<file path="src/rtl/nonce_sweep_scheduler.sv">
// nonce_sweep_scheduler
// Hands consecutive nonces of a work item to a SHA-256 core, keeps at most
// MAX_INFLIGHT of them outstanding, and reports either the first golden
// nonce returned by the core or that the range was exhausted.
// Optional build macro: NONCE_SWEEP_STATS_EN adds the stat_hashes counter;
// without it stat_hashes is tied to zero.
module nonce_sweep_scheduler #(
   parameter int LOOP_LOG2    = 0,
   parameter int DIFFICULTY   = 2,
   parameter int MAX_INFLIGHT = 4
) (
   input  logic         clk,
   input  logic         rst_n,
   input  logic         work_valid,
   output logic         work_ready,
   input  logic [255:0] work_midstate,
   input  logic [95:0]  work_data,
   input  logic [31:0]  work_nonce_start,
   input  logic [31:0]  work_nonce_end,
   input  logic         abort,
   input  logic         core_ready,
   output logic         core_issue,
   output logic [31:0]  core_nonce,
   output logic [255:0] core_midstate,
   output logic [95:0]  core_data,
   input  logic         core_done,
   input  logic [31:0]  core_done_nonce,
   input  logic [31:0]  core_hash_hi,
   output logic         res_valid,
   input  logic         res_ready,
   output logic         res_found,
   output logic [31:0]  res_nonce,
   output logic [31:0]  stat_hashes
);

   typedef enum logic [1:0] {IDLE, SWEEP, DRAIN, REPORT} state_t;

   // A hit needs the top 4*DIFFICULTY bits of the hash word to be zero.
   localparam int         HIT_SHIFT = 32 - 4 * DIFFICULTY;
   localparam logic [3:0] MAX_CNT   = 4'(MAX_INFLIGHT);

   // Reject unusable parameter values at elaboration time.
   if (LOOP_LOG2 < 0 || DIFFICULTY < 1 || DIFFICULTY > 8 ||
       MAX_INFLIGHT < 1 || MAX_INFLIGHT > 15) begin : g_bad_param
      $error("nonce_sweep_scheduler: parameter out of legal range");
   end

   state_t         state, state_nxt;
   logic [3:0]     inflight;
   logic [31:0]    nonce;
   logic [31:0]    nonce_end;
   logic [31:0]    hit_nonce;
   logic [255:0]   midstate_q;
   logic [95:0]    data_q;
   logic           hit_flag;
   logic           abort_seen;
   logic           accept;
   logic           issue;
   logic           done_counted;
   logic           hit_now;

   // Returns for an empty pipeline (e.g. stray results after reset) are dropped.
   assign done_counted = core_done && (inflight != 4'd0);
   assign hit_now      = done_counted && !hit_flag &&
                         ((core_hash_hi >> HIT_SHIFT) == 32'd0);
   assign accept       = (state == IDLE) && work_valid;

   // Next-state and issue decision.
   always_comb begin
      // NOTE: every output of this block gets a default first, so no path can
      // leave one unassigned and infer a latch.
      state_nxt = state;
      issue     = 1'b0;
      case (state)
         IDLE: begin
            if (work_valid) state_nxt = SWEEP;
         end
         SWEEP: begin
            issue = core_ready && (inflight < MAX_CNT) && !hit_flag &&
                    !hit_now && !abort;
            if (abort || hit_now || (issue && nonce == nonce_end))
               state_nxt = DRAIN;
         end
         DRAIN: begin
            if (inflight == 4'd0) state_nxt = abort_seen ? IDLE : REPORT;
         end
         REPORT: begin
            if (res_ready) state_nxt = IDLE;
         end
         default: state_nxt = IDLE;
      endcase
   end

   // State register.
   always_ff @(posedge clk or negedge rst_n) begin
      // NOTE: sequential state uses non-blocking assignments so every register
      // samples pre-edge values regardless of statement order.
      if (!rst_n) state <= IDLE;
      else        state <= state_nxt;
   end

   // Latched work item: nonce cursor, end, midstate and block tail.
   always_ff @(posedge clk or negedge rst_n) begin
      if (!rst_n) begin
         // NOTE: the wide work registers are reset too, so the core sees a
         // defined all-zero item before the first acceptance.
         nonce      <= 32'd0;
         nonce_end  <= 32'd0;
         midstate_q <= 256'd0;
         data_q     <= 96'd0;
      end else if (accept) begin
         nonce      <= work_nonce_start;
         nonce_end  <= work_nonce_end;
         midstate_q <= work_midstate;
         data_q     <= work_data;
      end else if (issue) begin
         nonce <= nonce + 32'd1;
      end
   end

   // Outstanding-nonce count; simultaneous issue and return cancel out.
   always_ff @(posedge clk or negedge rst_n) begin
      if (!rst_n) begin
         inflight <= 4'd0;
      end else begin
         case ({issue, done_counted})
            2'b10:   inflight <= inflight + 4'd1;
            2'b01:   inflight <= inflight - 4'd1;
            default: inflight <= inflight;
         endcase
      end
   end

   // First-hit capture and abort memory, both cleared on acceptance.
   always_ff @(posedge clk or negedge rst_n) begin
      if (!rst_n) begin
         hit_flag   <= 1'b0;
         hit_nonce  <= 32'd0;
         abort_seen <= 1'b0;
      end else if (accept) begin
         hit_flag   <= 1'b0;
         hit_nonce  <= 32'd0;
         abort_seen <= 1'b0;
      end else begin
         if (hit_now) begin
            hit_flag  <= 1'b1;
            hit_nonce <= core_done_nonce;
         end
         if (state == SWEEP && abort) abort_seen <= 1'b1;
      end
   end

`ifdef NONCE_SWEEP_STATS_EN
   logic [31:0] hash_count;

   // Wrapping count of results accepted from the core.
   always_ff @(posedge clk or negedge rst_n) begin
      if (!rst_n)            hash_count <= 32'd0;
      else if (done_counted) hash_count <= hash_count + 32'd1;
   end

   assign stat_hashes = hash_count;
`else
   assign stat_hashes = 32'd0;
`endif

   assign work_ready    = (state == IDLE);
   assign core_issue    = issue;
   assign core_nonce    = nonce;
   assign core_midstate = midstate_q;
   assign core_data     = data_q;
   assign res_valid     = (state == REPORT);
   assign res_found     = (state == REPORT) && hit_flag;
   assign res_nonce     = (state != REPORT) ? 32'd0 :
                          (hit_flag ? hit_nonce : nonce_end);

endmodule

</file>
<file path="config.mk">
export PLATFORM = sky130hd
export DESIGN_NAME = nonce_sweep_scheduler
export DESIGN_NICKNAME = d
export VERILOG_FILES = /design/src/rtl/nonce_sweep_scheduler.sv
export SDC_FILE = /design/constraint.sdc
export NUM_CORES = 1
export LEC_CHECK = 0
export CORE_AREA = 2 2 368 370
export DETAILED_ROUTE_END_ITERATION = 8
export DIE_AREA = 0 0 370 372
export PLACE_DENSITY = 0.37
export RECOVER_POWER = 100
export SYNTH_ARGS = -nofsm -noshare
export SYNTH_HDL_FRONTEND = slang
export SYNTH_SLANG_ARGS = --single-unit
</file>
<file path="constraint.sdc">
create_clock -name clk -period 2.8 [get_ports clk]
set_input_delay 0.56 -clock clk [delete_from_list [all_inputs] [get_ports clk]]
set_output_delay 0.56 -clock clk [all_outputs]
set_load 0.005 [all_outputs]
</file>
Word level (Yosys, flattened, before mapping)

Cells that the tools add are included.

Register bits after elaboration: 456
Input bits: 487
Output and inout bits: 452
Word-level logic and storage cells: 67

Add/sub/neg operators: 3
$lt $le $gt $ge: 1
Equality and inequality tests: 11
Multiplexer cells: 18
Reduce and logical (&&, ||, !) cells: 25

Operators by type and width:

| cell                                               | number |
|---|---|
| 2-to-1 mux 32 bit                                  | 6 |
| adder 32 x 1 -> 32 bit, second input constant      | 1 |
| == test 32 bit                                     | 1 |
| logical NOT 32 bit                                 | 1 |
| logical AND 1 bit                                  | 11 |
| 2-to-1 mux 2 bit                                   | 5 |
| != test 2 bit, second input constant               | 4 |
| one-hot mux 2 bit (4 select lines)                 | 1 |
| one-hot mux 4 bit (2 select lines)                 | 1 |
| nonzero test 2 bit                                 | 4 |
| == test 2 bit, second input constant               | 3 |
| 2-to-1 mux 1 bit                                   | 5 |
| adder 4 x 1 -> 4 bit, second input constant        | 1 |
| == test 2 x 1 -> 1 bit, second input constant      | 2 |
| logical NOT 4 bit                                  | 1 |
| < comparator 4 x 3 -> 1 bit, second input constant | 1 |
| AND reduction 4 bit                                | 1 |
| nonzero test 4 bit                                 | 1 |
| subtractor 4 x 1 -> 4 bit, second input constant   | 1 |
| logical NOT 1 bit                                  | 3 |
| logical NOT 2 bit                                  | 1 |
| logical OR 1 bit                                   | 2 |
| != test 2 x 1 -> 1 bit, second input constant      | 1 |

Longest topological paths before layout

Depth after elaboration: 11
Mapped depth: 11
Depth with buffers taken out: 10

Worst setup path after synthesis

No wires, ideal clock.

Kind: input to register
Start point: in core_hash_hi[26]
End point: reg inflight[2]
Library setup time: 0.125 ns
Data arrival time: 2.753 ns
Required time: 2.675 ns
Setup slack: -0.078 ns
Cell stages on the path: 10
Path buffers: 0
Cells stage by stage: or4_1 > o41a_1 > nand3_1 > ha_1 > xor2_1 > ha_1 > a21oi_1 > xor2_1 > nor2_1 > xor2_1

Word-level cells in the longest chain between the ends: 8
Elaborated cells on any way between the ends: 10
Those cells by class: eq/ne: 2; mux: 2; reduce/logical: 6

Ends and longest elaborated chain:

| element                                                                  | line | text |
|---|---|---|
| start: declaration                                                       | 28   | `input logic [31:0] core_hash_hi,` |
| logical NOT 32 bit *                                                     | 65   | `((core_hash_hi >> HIT_SHIFT) == 32'd0);` |
| logical AND 1 bit *                                                      | 64   | `assign hit_now = done_counted && !hit_flag &&` |
| logical NOT 1 bit *                                                      | 80   | `!hit_now && !abort;` |
| logical AND 1 bit *                                                      | 79   | `issue = core_ready && (inflight < MAX_CNT) && !hit_flag &&` |
| logical AND 1 bit *                                                      | 80   |  |
| 2-to-1 mux 1 bit *                                                       | 74   | `case (state)` |
| == test 2 x 1 -> 1 bit or == test 2 bit (tied branches)                  | 126  | `case ({issue, done_counted})` |
| one-hot mux 4 bit (2 select lines) or nonzero test 2 bit (tied branches) | -    |  |
| end signal: assignment                                                   | 127  | `2'b10: inflight <= inflight + 4'd1;` |
| end signal: assignment                                                   | 128  | `2'b01: inflight <= inflight - 4'd1;` |
| end signal: assignment                                                   | 129  | `default: inflight <= inflight;` |
| end: declaration                                                         | 49   | `logic [3:0] inflight;` |

Mark *: on every way between the ends. The rest lies on a longest branch, timed or not.
A chain may end at the register's enable or synchronous reset.

Final worst setup path

Start point: in core_hash_hi[29]
End point: out core_issue

Word-level cells in the longest chain between the ends: 6

Ends and longest elaborated chain:

| element            | line | text |
|---|---|---|
| logical NOT 32 bit | 65   |  |
| logical AND 1 bit  | 64   |  |
| logical NOT 1 bit  | 80   |  |
| logical AND 1 bit  | 79   |  |
| logical AND 1 bit  | 80   |  |
| 2-to-1 mux 1 bit   | 74   |  |
| end: declaration   | 22   | `output logic core_issue,` |

Every way passes these cells.

==> results.cfg <==
[status]
status = finished, final reports clean

[timing]
tns_ps = 0
holdWs_ps = 423
worst_slack_ps = 50.0
timing.final.crit_share_pct = 98.2
setup_viol = 0
fin_worst_skew_ps = 27.9
hold_viol = 0
fmax_mhz = 364
drv_slew = 0
worst_slew_pin_slew_ps = 1350
rsz0062_at_grt = true
period_needed_ps = 2750
maxSlewHeadroom_pct = 9.98

[clock_network]
h-tree-depth = 2
cts_tree = done
path_clk_slew_ps = 60
numCtsBuffers = 60
cts_buffer_depth = 3
clock_latency_ps = 650
cts_sinks = 456
clockRootBuffer = clkbuf_16

[yosys]
yosysSeqAreaShare_pct = 59.9
yosys_warnings = 0
syn_area_per_cell_um2 = 8.69
synthCells = 2192
yosys.area.top_type_share_pct = 59.9
yosys.area.top_type = dfrtp_1
synth-main-ff-cell = dfrtp_1
netlist-cell-type-count = 44
synthArstFlopShare_pct = 100
synth_area_leaders = dfrtp_1 (60%), nand2_1 (25%), clkbuf_1 (2.2%), xor2_1 (2.1%), mux2i_1 (1.7%)
synth-seq-cells = 456
synth_most_common_cell = nand2_1
synth_commonest_cells = nand2_1 (1251), dfrtp_1 (456), clkbuf_1 (113), nor2_1 (53), xor2_1 (45)
syn_area_um2 = 19000
synth_edf_count = 0

[detailed_routing]
wl_um = 99800
first_pass_iters = 5
via_per_inst = 3.63
drc_errors = 0
antenna_left = 0
drt-wirelength-per-cell_um = 20.1
drt_first_iter_violations = 887
via_count = 18000

[finish]
final_nets = 3613
syn_to_final_growth_pct = 70.7
fillers = 14800
drive_gt1_share_pct = 6.53
multi_input_area_um2 = 7080
final_area_um2 = 32500
regArea_um2 = 11400
utilization_pct = 24.2
stdcell_count = 4962

[placed_design]
place_inst = 4827
gp_congestion = 0.792
dp_hpwl_um = 76700
portBuffers = 882
place_ws_ps = -374
place_area_um2 = 30600

[global_routing]
grt_overflow = 0
grt_pass1_wl_um = 139000
track_usage_pct = 14.0
grt_antenna_before_repair = 35
grt_max_degree = 74
grt_pass1_vias = 18400

[worst_setup_path]
start_kind = input pin
critPathCapture = core_issue
cp-startpoint = core_hash_hi[29]
r2r_end = core_nonce[27]
path_max_fanout = 2
r2r-start = hit_flag
r2r_slack_ps = 60
crit_arrival_ps = 2190
cp.required_ps = 2240
reg2reg_depth = 8
path_class = in -> out
end_kind = output port

[die]
die_h_um = 372
die_width_um = 370
rows = 135
die-area_um2 = 138000
io_pins = 939
core_area_um2 = 134000
initial_core_util_pct = 14.2

[power_and_ir_drop]
combinationalPowerShare_pct = 40.1
clkPwrFrac_pct = 24.8
switching_share_pct = 36.6
power_density_nw_per_um2 = 1000
p_leak_nw = 15.4
p_int_mw = 20.7
power_frac_seq_pct = 35.1
p_sw_mw = 11.9
finalPower_mw = 32.6
peakVddDrop_uv = 433

[hold_path]
holdCritPathClass = in -> reg

[run]
cap_violations = 0
## cells by family (layout without fill, tap and decap cells)
| kind of cell | Yosys count | after routing | share of synthesized area (%) |
|---|---|---|---|
| AO/OA/AOI/OAI | 81 | 81 | 2.41 |
| XOR/XNOR | 64 | 64 | 2.94 |
| adder cells (fa/ha/maj) | 4 | 4 | 0.263 |
| buffers and inverters | 158 | 1107 | 3.79 |
| flip-flops | 456 | 456 | 59.9 |
| multiplexers | 34 | 34 | 1.79 |
| other | 1 | 41 | 0.0197 |
| AND/OR/NAND/NOR | 1394 | 1394 | 28.8 |
## worst max-delay path: stages
cell and delay [ps]:
clkdlybuf4s50_1 400, or4_4 540, o41a_1 440, nand3_4 100
inv_2 40, buf_6 100
## sequential cells by signal, summed over array words and instances (netlist names)
name	count
hit_flag	1
inflight	4
core_midstate	256
core_data	96
nonce_end	32
hit_nonce	32
abort_seen	1
state	2
core_nonce	32
## cells in the final DEF, fill, tap and decap left out, drive strengths merged, types with 9 or more instances in the layout
cell | synthesis | layout
a21oi | 42 | 42
buf | 39 | 67
clkbuf | 113 | 140
clkdlybuf4s50 | 0 | 465
clkinv | 0 | 11
conb | 1 | 32
dfrtp | 456 | 456
diode | 0 | 9
dlygate4sd2 | 0 | 30
dlygate4sd3 | 0 | 384
mux2i | 33 | 33
nand2 | 1251 | 1251
nand3 | 16 | 16
nand4 | 13 | 13
nor2 | 53 | 53
nor3 | 9 | 9
nor4 | 19 | 19
o21ai | 24 | 24
xnor2 | 19 | 19
xor2 | 45 | 45
## repair_timing
| item | 4_1_cts | 5_1_grt |
|---|---|---|
| buffers inserted | 8 | 4 |
| pin swaps | 9 | 3 |
| cloned | 1 | 0 |
| hold buffers | 1 | 0 |
| endpoints found under the setup margin | 32 | 2 |
| endpoints found under the hold margin | 18 | 0 |
| resized for setup | 56 | 1 |
## cell type report
cell class,instances,area share (%)
well taps,1781,6.85
repair buffers,989,29.8
clock buffers,97,5.79
diodes,9,0.0693
clock inverters,15,0.531
flip-flops and latches,456,35.1
inverters,6,0.0693
multi-input cells,1609,21.8
## metal layers
layer / part of all wire (%) / wire [um] / global-route usage, % / up-vias
li1: - / - / - / 8650
met1: 39 / 39100 / 16.4 / 8568
met2: 49 / 49000 / 23.6 / 648
met3: 8.6 / 8600 / 5.04 / 162
met4: 3.1 / 3120 / 4.56 / 6
met5: 0.033 / 33 / 0 / -
## power by group through the flow
stage / clock network [mW] / registers, mW / logic (mW)
after detailed placement: 0 / 11.7 / 14.6
final: 8.09 / 11.5 / 13.1
after global routing: 8.69 / 11.9 / 14.6
after floorplan: 0 / 11.5 / 4.70
after global placement: 0 / 11.7 / 14.7
after CTS: 8.46 / 11.6 / 14.7
## worst min path at each step
stage,startpoint,endpoint,cells past startpoint
after floorplan,rst_n,abort_seen,0
after global placement,core_midstate[115],core_midstate[115],2
after detailed placement,core_midstate[174],core_midstate[174],2
after CTS,work_data[62],core_data[62],3
after global routing,work_midstate[176],core_midstate[176],3
final,work_midstate[110],core_midstate[110],3
(Power assumes the default switching activity.)
